==> src/rtl/bmi_pwm_ramp_ctrl_if.sv <==
// Panel/bridge-side signal bundle for the BMI-driven PWM motor controller.
// master = rider panel / supervisor, slave = the controller itself.
interface bmi_pwm_ramp_ctrl_if;
    logic       start;
    logic [7:0] in_height;
    logic [6:0] in_weight;
    logic [1:0] mode;
    logic       dir_req;
    logic       fault_in;
    logic       fault_clr;
    logic       pdcm;
    logic       dir;
    logic       fault_out;
    logic [1:0] leds;
    logic       busy;
    logic [5:0] bmi;
    logic [3:0] speed_level;

    modport master (
        output start, in_height, in_weight, mode, dir_req, fault_in, fault_clr,
        input  pdcm, dir, fault_out, leds, busy, bmi, speed_level
    );

    modport slave (
        input  start, in_height, in_weight, mode, dir_req, fault_in, fault_clr,
        output pdcm, dir, fault_out, leds, busy, bmi, speed_level
    );
endinterface

==> src/rtl/bmi_pwm_ramp_ctrl.sv <==
// Exercise-bike motor driver: sequential BMI divider -> speed level -> target duty,
// soft-ramped PWM with latched faults and zero-duty direction reversal.
module bmi_pwm_ramp_ctrl #(
    parameter int PRESCALE  = 5000,
    parameter int PWM_BITS  = 8,
    parameter int DUTY_STEP = 25,
    parameter int RAMP_STEP = 5,
    parameter int BMI_MIN   = 15,
    parameter int BMI_MAX   = 30,
    parameter int SPEED_MIN = 1,
    parameter int SPEED_MAX = 10
) (
    input  logic               clk,
    input  logic               reset,
    bmi_pwm_ramp_ctrl_if.slave bus
);
    localparam int         PS_W      = (PRESCALE > 1) ? $clog2(PRESCALE) : 1;
    localparam int         DUTY_MAX  = (1 << PWM_BITS) - 1;
    localparam int         DIV_BITS  = 21;
    localparam logic [4:0] DIV_ITERS = 5'd21;
    localparam logic [4:0] CALC_LAST = 5'd31;

    typedef enum logic [2:0] {S_IDLE, S_CALC, S_RUN, S_DIR_CHG, S_FAULT} state_t;
    typedef logic [PWM_BITS-1:0] duty_t;

    state_t              state_q;
    logic                fsync1_q, fsync2_q;
    logic [PS_W-1:0]     presc_q;
    duty_t               pwm_cnt_q;
    duty_t               duty_q, target_q;
    logic                pdcm_q, dir_q, fault_out_q, busy_q, bmi_valid_q;
    logic [5:0]          bmi_q;
    logic [3:0]          level_q;
    logic [4:0]          cnt_q;
    logic [DIV_BITS-1:0] dvd_q;
    logic [15:0]         dvs_q, rem_q;
    logic                hzero_q;
    logic [1:0]          mode_q;

    logic                tick, boundary;
    logic [DIV_BITS-1:0] dvd_ld;
    logic [15:0]         dvs_ld;
    logic [16:0]         rem_sh;
    logic                rem_ge;
    logic [15:0]         rem_sub;
    logic [5:0]          bmi_d;
    logic [3:0]          level_d;
    duty_t               target_d, tgt_eff, ramp_d;
    int                  lvl_int, tgt_int;

    function automatic int map_level(input int b, input logic [1:0] m);
        int l;
        if (b <= BMI_MIN)      l = SPEED_MAX;
        else if (b >= BMI_MAX) l = SPEED_MIN;
        else l = SPEED_MAX - ((b - BMI_MIN) * (SPEED_MAX - SPEED_MIN)) / (BMI_MAX - BMI_MIN);
        if (m == 2'b01)      l = (l - 2 < SPEED_MIN) ? SPEED_MIN : l - 2;
        else if (m == 2'b10) l = (l + 2 > SPEED_MAX) ? SPEED_MAX : l + 2;
        return l;
    endfunction

    assign tick     = (presc_q == PS_W'(PRESCALE - 1));
    assign boundary = tick && (pwm_cnt_q == '1);
    assign dvd_ld   = DIV_BITS'(bus.in_weight) * 21'd10000;
    assign dvs_ld   = 16'(bus.in_height) * 16'(bus.in_height);

    // Restoring divider step: the quotient bits shift into dvd_q behind the dividend.
    always_comb begin
        rem_sh  = {rem_q, dvd_q[DIV_BITS-1]};
        rem_ge  = (rem_sh >= {1'b0, dvs_q});
        rem_sub = rem_sh[15:0] - dvs_q;
    end

    always_comb begin
        bmi_d    = (hzero_q || (dvd_q > 21'd63)) ? 6'd63 : dvd_q[5:0];
        lvl_int  = map_level(int'(bmi_d), mode_q);
        level_d  = 4'(lvl_int);
        tgt_int  = lvl_int * DUTY_STEP;
        target_d = duty_t'((tgt_int > DUTY_MAX) ? DUTY_MAX : tgt_int);
    end

    // Direction change drains to zero while the stored target survives for the return.
    always_comb begin
        tgt_eff = (state_q == S_DIR_CHG) ? '0 : target_q;
        ramp_d  = duty_q;
        if (tgt_eff > duty_q)
            ramp_d = (int'(tgt_eff - duty_q) > RAMP_STEP) ? duty_q + duty_t'(RAMP_STEP) : tgt_eff;
        else if (duty_q > tgt_eff)
            ramp_d = (int'(duty_q - tgt_eff) > RAMP_STEP) ? duty_q - duty_t'(RAMP_STEP) : tgt_eff;
    end

    always_ff @(posedge clk or posedge reset) begin
        if (reset) begin
            fsync1_q  <= 1'b0;
            fsync2_q  <= 1'b0;
            presc_q   <= '0;
            pwm_cnt_q <= '0;
        end else begin
            fsync1_q <= bus.fault_in;
            fsync2_q <= fsync1_q;
            presc_q  <= tick ? '0 : presc_q + 1'b1;
            if (tick) pwm_cnt_q <= pwm_cnt_q + 1'b1;
        end
    end

    always_ff @(posedge clk or posedge reset) begin
        if (reset) begin
            state_q     <= S_IDLE;
            duty_q      <= '0;
            target_q    <= '0;
            pdcm_q      <= 1'b0;
            dir_q       <= 1'b0;
            fault_out_q <= 1'b0;
            busy_q      <= 1'b0;
            bmi_valid_q <= 1'b0;
            bmi_q       <= '0;
            level_q     <= '0;
            cnt_q       <= '0;
            dvd_q       <= '0;
            dvs_q       <= '0;
            rem_q       <= '0;
            hzero_q     <= 1'b0;
            mode_q      <= '0;
        end else begin
            pdcm_q <= (pwm_cnt_q < duty_q) && !fsync2_q && (state_q != S_FAULT);
            if (fsync2_q) begin
                state_q     <= S_FAULT;
                duty_q      <= '0;
                busy_q      <= 1'b0;
                fault_out_q <= 1'b1;
            end else begin
                case (state_q)
                    S_IDLE, S_RUN: begin
                        if (boundary) duty_q <= ramp_d;
                        if (bus.start) begin
                            state_q <= S_CALC;
                            busy_q  <= 1'b1;
                            cnt_q   <= '0;
                            rem_q   <= '0;
                            dvd_q   <= dvd_ld;
                            dvs_q   <= dvs_ld;
                            hzero_q <= (bus.in_height == 8'd0);
                            mode_q  <= bus.mode;
                        end else if ((state_q == S_RUN) && (bus.dir_req != dir_q)) begin
                            state_q <= S_DIR_CHG;
                        end
                    end
                    S_CALC: begin
                        cnt_q <= cnt_q + 5'd1;
                        if (cnt_q < DIV_ITERS) begin
                            rem_q <= rem_ge ? rem_sub : rem_sh[15:0];
                            dvd_q <= {dvd_q[DIV_BITS-2:0], rem_ge};
                        end
                        // Fixed 32-clk latency regardless of the 21 real iterations.
                        if (cnt_q == CALC_LAST) begin
                            bmi_q       <= bmi_d;
                            bmi_valid_q <= 1'b1;
                            if (mode_q != 2'b11) begin
                                level_q  <= level_d;
                                target_q <= target_d;
                            end
                            busy_q  <= 1'b0;
                            state_q <= S_RUN;
                        end
                    end
                    S_DIR_CHG: begin
                        if (boundary) begin
                            if (duty_q == '0) begin
                                dir_q   <= bus.dir_req;
                                state_q <= S_RUN;
                            end else begin
                                duty_q <= ramp_d;
                            end
                        end
                    end
                    S_FAULT: begin
                        duty_q <= '0;
                        if (bus.fault_clr) begin
                            fault_out_q <= 1'b0;
                            state_q     <= bmi_valid_q ? S_RUN : S_IDLE;
                        end
                    end
                    default: state_q <= S_IDLE;
                endcase
            end
        end
    end

    assign bus.pdcm        = pdcm_q;
    assign bus.dir         = dir_q;
    assign bus.fault_out   = fault_out_q;
    assign bus.busy        = busy_q;
    assign bus.bmi         = bmi_q;
    assign bus.speed_level = level_q;
    assign bus.leds        = (state_q == S_FAULT) ? 2'b11 : {duty_q < tgt_eff, duty_q > tgt_eff};
endmodule

==> src/flat_wrapper.sv <==
// flat-port wrapper written by rule: the top's interface ports become plain ports
module bmi_pwm_ramp_ctrl_flat 
#(
    parameter int PRESCALE  = 5000,
    parameter int PWM_BITS  = 8,
    parameter int DUTY_STEP = 25,
    parameter int RAMP_STEP = 5,
    parameter int BMI_MIN   = 15,
    parameter int BMI_MAX   = 30,
    parameter int SPEED_MIN = 1,
    parameter int SPEED_MAX = 10
)
  (clk, reset, bus_start, bus_in_height, bus_in_weight, bus_mode, bus_dir_req, bus_fault_in, bus_fault_clr, bus_pdcm, bus_dir, bus_fault_out, bus_leds, bus_busy, bus_bmi, bus_speed_level);
  bmi_pwm_ramp_ctrl_if bus_i ();
  input  logic clk;
  input  logic reset;
  input wire logic [$bits(bus_i.start)-1:0] bus_start;
  input wire logic [$bits(bus_i.in_height)-1:0] bus_in_height;
  input wire logic [$bits(bus_i.in_weight)-1:0] bus_in_weight;
  input wire logic [$bits(bus_i.mode)-1:0] bus_mode;
  input wire logic [$bits(bus_i.dir_req)-1:0] bus_dir_req;
  input wire logic [$bits(bus_i.fault_in)-1:0] bus_fault_in;
  input wire logic [$bits(bus_i.fault_clr)-1:0] bus_fault_clr;
  output wire logic [$bits(bus_i.pdcm)-1:0] bus_pdcm;
  output wire logic [$bits(bus_i.dir)-1:0] bus_dir;
  output wire logic [$bits(bus_i.fault_out)-1:0] bus_fault_out;
  output wire logic [$bits(bus_i.leds)-1:0] bus_leds;
  output wire logic [$bits(bus_i.busy)-1:0] bus_busy;
  output wire logic [$bits(bus_i.bmi)-1:0] bus_bmi;
  output wire logic [$bits(bus_i.speed_level)-1:0] bus_speed_level;
  assign bus_i.start = bus_start;
  assign bus_i.in_height = bus_in_height;
  assign bus_i.in_weight = bus_in_weight;
  assign bus_i.mode = bus_mode;
  assign bus_i.dir_req = bus_dir_req;
  assign bus_i.fault_in = bus_fault_in;
  assign bus_i.fault_clr = bus_fault_clr;
  assign bus_pdcm = bus_i.pdcm;
  assign bus_dir = bus_i.dir;
  assign bus_fault_out = bus_i.fault_out;
  assign bus_leds = bus_i.leds;
  assign bus_busy = bus_i.busy;
  assign bus_bmi = bus_i.bmi;
  assign bus_speed_level = bus_i.speed_level;
  bmi_pwm_ramp_ctrl #(.PRESCALE(PRESCALE), .PWM_BITS(PWM_BITS), .DUTY_STEP(DUTY_STEP), .RAMP_STEP(RAMP_STEP), .BMI_MIN(BMI_MIN), .BMI_MAX(BMI_MAX), .SPEED_MIN(SPEED_MIN), .SPEED_MAX(SPEED_MAX)) u_core (.clk(clk), .reset(reset), .bus(bus_i));
endmodule
==> config.mk <==
export PLATFORM = sky130hd
export DESIGN_NAME = bmi_pwm_ramp_ctrl_flat
export DESIGN_NICKNAME = d
export VERILOG_FILES = /design/src/rtl/bmi_pwm_ramp_ctrl_if.sv /design/src/rtl/bmi_pwm_ramp_ctrl.sv /design/src/flat_wrapper.sv
export SDC_FILE = /design/constraint.sdc
export NUM_CORES = 1
export LEC_CHECK = 0
export ABC_AREA = 1
export CORE_AREA = 4 4 221 266
export DETAILED_ROUTE_END_ITERATION = 12
export DIE_AREA = 0 0 225 270
export MAX_ROUTING_LAYER = met4
export PLACE_DENSITY = 0.48
export SLEW_MARGIN = 15
export SYNTH_ARGS = -nofsm -noshare
export SYNTH_HDL_FRONTEND = slang
export SYNTH_SLANG_ARGS = --single-unit
==> constraint.sdc <==
create_clock -name clk -period 56.3 [get_ports clk]
set_input_delay 5.63 -clock clk [delete_from_list [all_inputs] [get_ports clk]]
set_output_delay 5.63 -clock clk [all_outputs]
set_load 0.02 [all_outputs]
==> flow_summary.toml <==
[timing]
max_freq_ghz = 0.03627
min_period_over_period = 0.4897
finalSetupViolCount = 0
rsz0062_at_grt = "false"
final.setup.tns_ps = 0
period_minus_slack_ps = 27570
relSlewSlack = 0.2903
maxSlewViolCount = 0
fin_skew_ps = 12.57
hold_viol = 0
max_slew.worst_pin.slew_ps = 1065

[worst_setup_path]
crit_fanout = 12
reg2reg_from = "u_core.hzero_q"
cpMaxStageDelayCell = "nor2_1"
r2r.worst_path.cells = 192
critPathLaunch = "u_core.hzero_q"
crit_path_frequent_cell = "nand2_1"
cp.required_ps = 56650
critical_path.endpoint_type = "flip-flop"
crit_path_start_kind = "flip-flop"
path_class = "flip-flop to flip-flop"
cp.arrival_ps = 27920
critPathMaxStageDelay_ps = 500
rrSetupSlack_ps = 28730
r2r_end = "u_core.target_q[6]"
worstSetupEndpoint = "u_core.target_q[6]"

[global_route]
antenna_found_initial = 0
grt_pass1_wl_mm = 96.37
first_global_vias = 19820
grt_util_all_layers = 0.1934
grt_start_max_net_pins = 73
globalRouteOverflowTotal = 0

[hold_path]
min-delay-start = "u_core.fsync1_q"
hp-class = "flip-flop to flip-flop"

[cells_and_area]
final_layout_size_suffix_gt1_frac = 0.09136
fillCellCount = 6028
fin_util = 0.4011
diodes = 0
design_area_sq_mm = 0.02245
fin_nets = 3526
instances_no_fill = 3956
syn2layout_area_growth_pct = 8.949

[logic_synthesis]
avgSynthCellArea_sq_um = 6.440
synth_seq_cells = 117
yosys.area.top_type_share = 0.1421
yosys.area.top_type = "dfrtp_1"
syn_area_sq_mm = 0.02061
synth_nets = 3510
ys_seq_area_frac = 0.1421
netlist_instances = 3200
synth_edf_count = 0
ys.flop_type = "dfrtp_1"
synthArstFlopShare = 1.000
yosysUniqueCellTypes = 65
ys_warn_count = 0
synthTopCellsByArea = "dfrtp_1 (14%), ha_1 (14%), nand2_1 (12%)"

[cts]
clock_latency_ps = 420
cts_resized = 0
cts_sinks = 117
post_cts_buffers = 0
cts.clk_slew.worst_paths_ps = 60
cts_tree = "done"
h-tree-depth = 4
cts-root-buf = "clkbuf_16"
cts_buffer_depth = 2
cts_buffers = 17
postCtsHoldBufs = 0

[routing]
drc = 0
antenna_left = 0
vias_per_cell = 5.017
drt_iter0_markers = 1074
dr.pass1.iters = 5
vias = 19850
post_drt_wl_per_cell_um = 14.59
routed_wl_mm = 57.73

[floorplan]
placement_rows = 95
pin_count = 39
core_area_sq_mm = 0.05598
die_area_sq_mm = 0.06075
initial_core_util = 0.3681
die_h_um = 270
die_w_um = 225

[power_and_ir_drop]
p_clk_frac = 0.174
swShare = 0.4843
p_seq_frac = 0.170
vdd_ir_drop_max_mv = 0.04630
leakage_uw = 0.01219
p_int_uw = 349.2
p_sw_uw = 327.9
p_total_uw = 677.1
powerDensity_mw_per_mm2 = 30.16
power_frac_comb = 0.655

[place]
dp.cells = 3923
placed_area_sq_mm = 0.02181
io_buffers = 38
dp_hpwl_mm = 48.28
place.gp.congestion = 0.9884

[outcome]
status = "finished clean"

[flow_run]
maxCapViolCount = 0
-- cell usage in the layout, fill, tap and decap left out, types with 6 or more instances in the layout --
cell type,count
nand2_1,677
inv_1,557
nor2_1,323
nand3_1,225
ha_1,223
o21ai_0,170
a21oi_1,117
dfrtp_1,117
xor2_1,102
nand2_2,63
fa_1,63
nand4_1,57
inv_2,50
clkdlybuf4s50_1,38
nor3_1,36
o21ai_1,36
o211ai_1,30
nor2_2,26
nand3_2,26
o21bai_1,25
xnor2_1,22
clkbuf_16,17
nor4_1,13
o22ai_1,13
buf_4,13
nor2_4,12
o21ai_2,12
a21oi_2,11
clkinv_1,10
or2_2,10
nand2_4,10
o21bai_4,10
nand3b_1,9
o31ai_1,9
a31oi_1,8
o2111ai_1,6
-- final cells by class --
cell class / count / area [sq um] / area share
Inverter: 618 / 2322 / 0.1034
Clock inverter: 14 / 200.2 / 0.008916
Timing Repair Buffer: 52 / 489.2 / 0.02179
Sequential cell: 117 / 2928 / 0.1304
Multi-Input combinational cell: 2410 / 15170 / 0.6758
Tap cell: 727 / 909.6 / 0.04051
Clock buffer: 18 / 429.2 / 0.01911
-- logic make-up after synthesis --
kind of cell	after synthesis	share of synthesized area
muxes	3	0.001578
xor gates and xnor gates	124	0.05270
buffers and inverters	673	0.1229
DFF	117	0.1421
AOI/OAI and AO/OA	492	0.1495
and+or+nand+nor	1504	0.3340
adders and majority gates	287	0.1972
-- power by group through the flow --
stage	Sequential, uW	Clock [uW]	Combinational [uW]
after global placement	117	0	442
after floorplan	113	0	345
final	115	118	444
after detailed placement	117	0	445
after CTS	116	121	451
after global routing	118	124	521
-- per-layer routing --
layer / global-route usage / wire length (um)
met3: 0.01728 / 1224
met5: - / 0
met2: 0.3530 / 29740
met1: 0.2270 / 25320
met4: 0.05015 / 1443
-- worst min-delay path by stage --
stage / depth (start not counted) / end / slack [ps]
CTS: 0 / u_core.fsync2_q / 400
finish: 0 / u_core.fsync2_q / 380
global route: 0 / u_core.fsync2_q / 390
detailed placement: 0 / u_core.fsync2_q / 380
floorplan: 0 / u_core.fsync2_q / 330
global placement: 0 / u_core.fsync2_q / 390
-- cell usage after synthesis, drive strengths merged (11+ instances only) --
library cell  count
nand2           750
inv             608
nor2            362
nand3           255
ha              224
o21ai           218
a21oi           128
dfrtp           117
xor2            102
fa               63
nand4            60
clkbuf           44
o21bai           40
nor3             36
o211ai           30
xnor2            22
nor4             13
o22ai            13
or2              12
buf              11
-- registers in the layout (all words and copies together) (netlist names) --
name,cells
u_core.state_q,3
u_core.bus.fault_out,1
u_core.mode_q,2
u_core.bus.bmi,6
u_core.presc_q,13
u_core.hzero_q,1
u_core.bus.busy,1
u_core.fsync2_q,1
u_core.cnt_q,5
u_core.fsync1_q,1
u_core.duty_q,8
u_core.bus.dir,1
u_core.dvd_q,21
u_core.rem_q,16
u_core.bmi_valid_q,1
u_core.pwm_cnt_q,8
u_core.dvs_q,15
u_core.bus.speed_level,4
u_core.bus.pdcm,1
u_core.target_q,8
-- stage by stage --
step / setup slack (ps) / hold slack [ps]
after CTS: 28720 / 399.3
after floorplan: 33590 / 331.2
final: 28730 / 382.9
after global routing: 25430 / 393.5
after global placement: 29200 / 393.7
after detailed placement: 28770 / 384.7
-- critical path: cells and delay by family (launching register included) --
kind	cells	cell delay, ps
AO/OA/AOI/OAI	39	6060
flip-flops	1	410
XOR/XNOR	1	280
adder cells (fa/ha/maj)	14	4420
AND/OR/NAND/NOR	124	14850
buffers and inverters	14	1470
No activity file was read; power rests on OpenSTA's default activity.
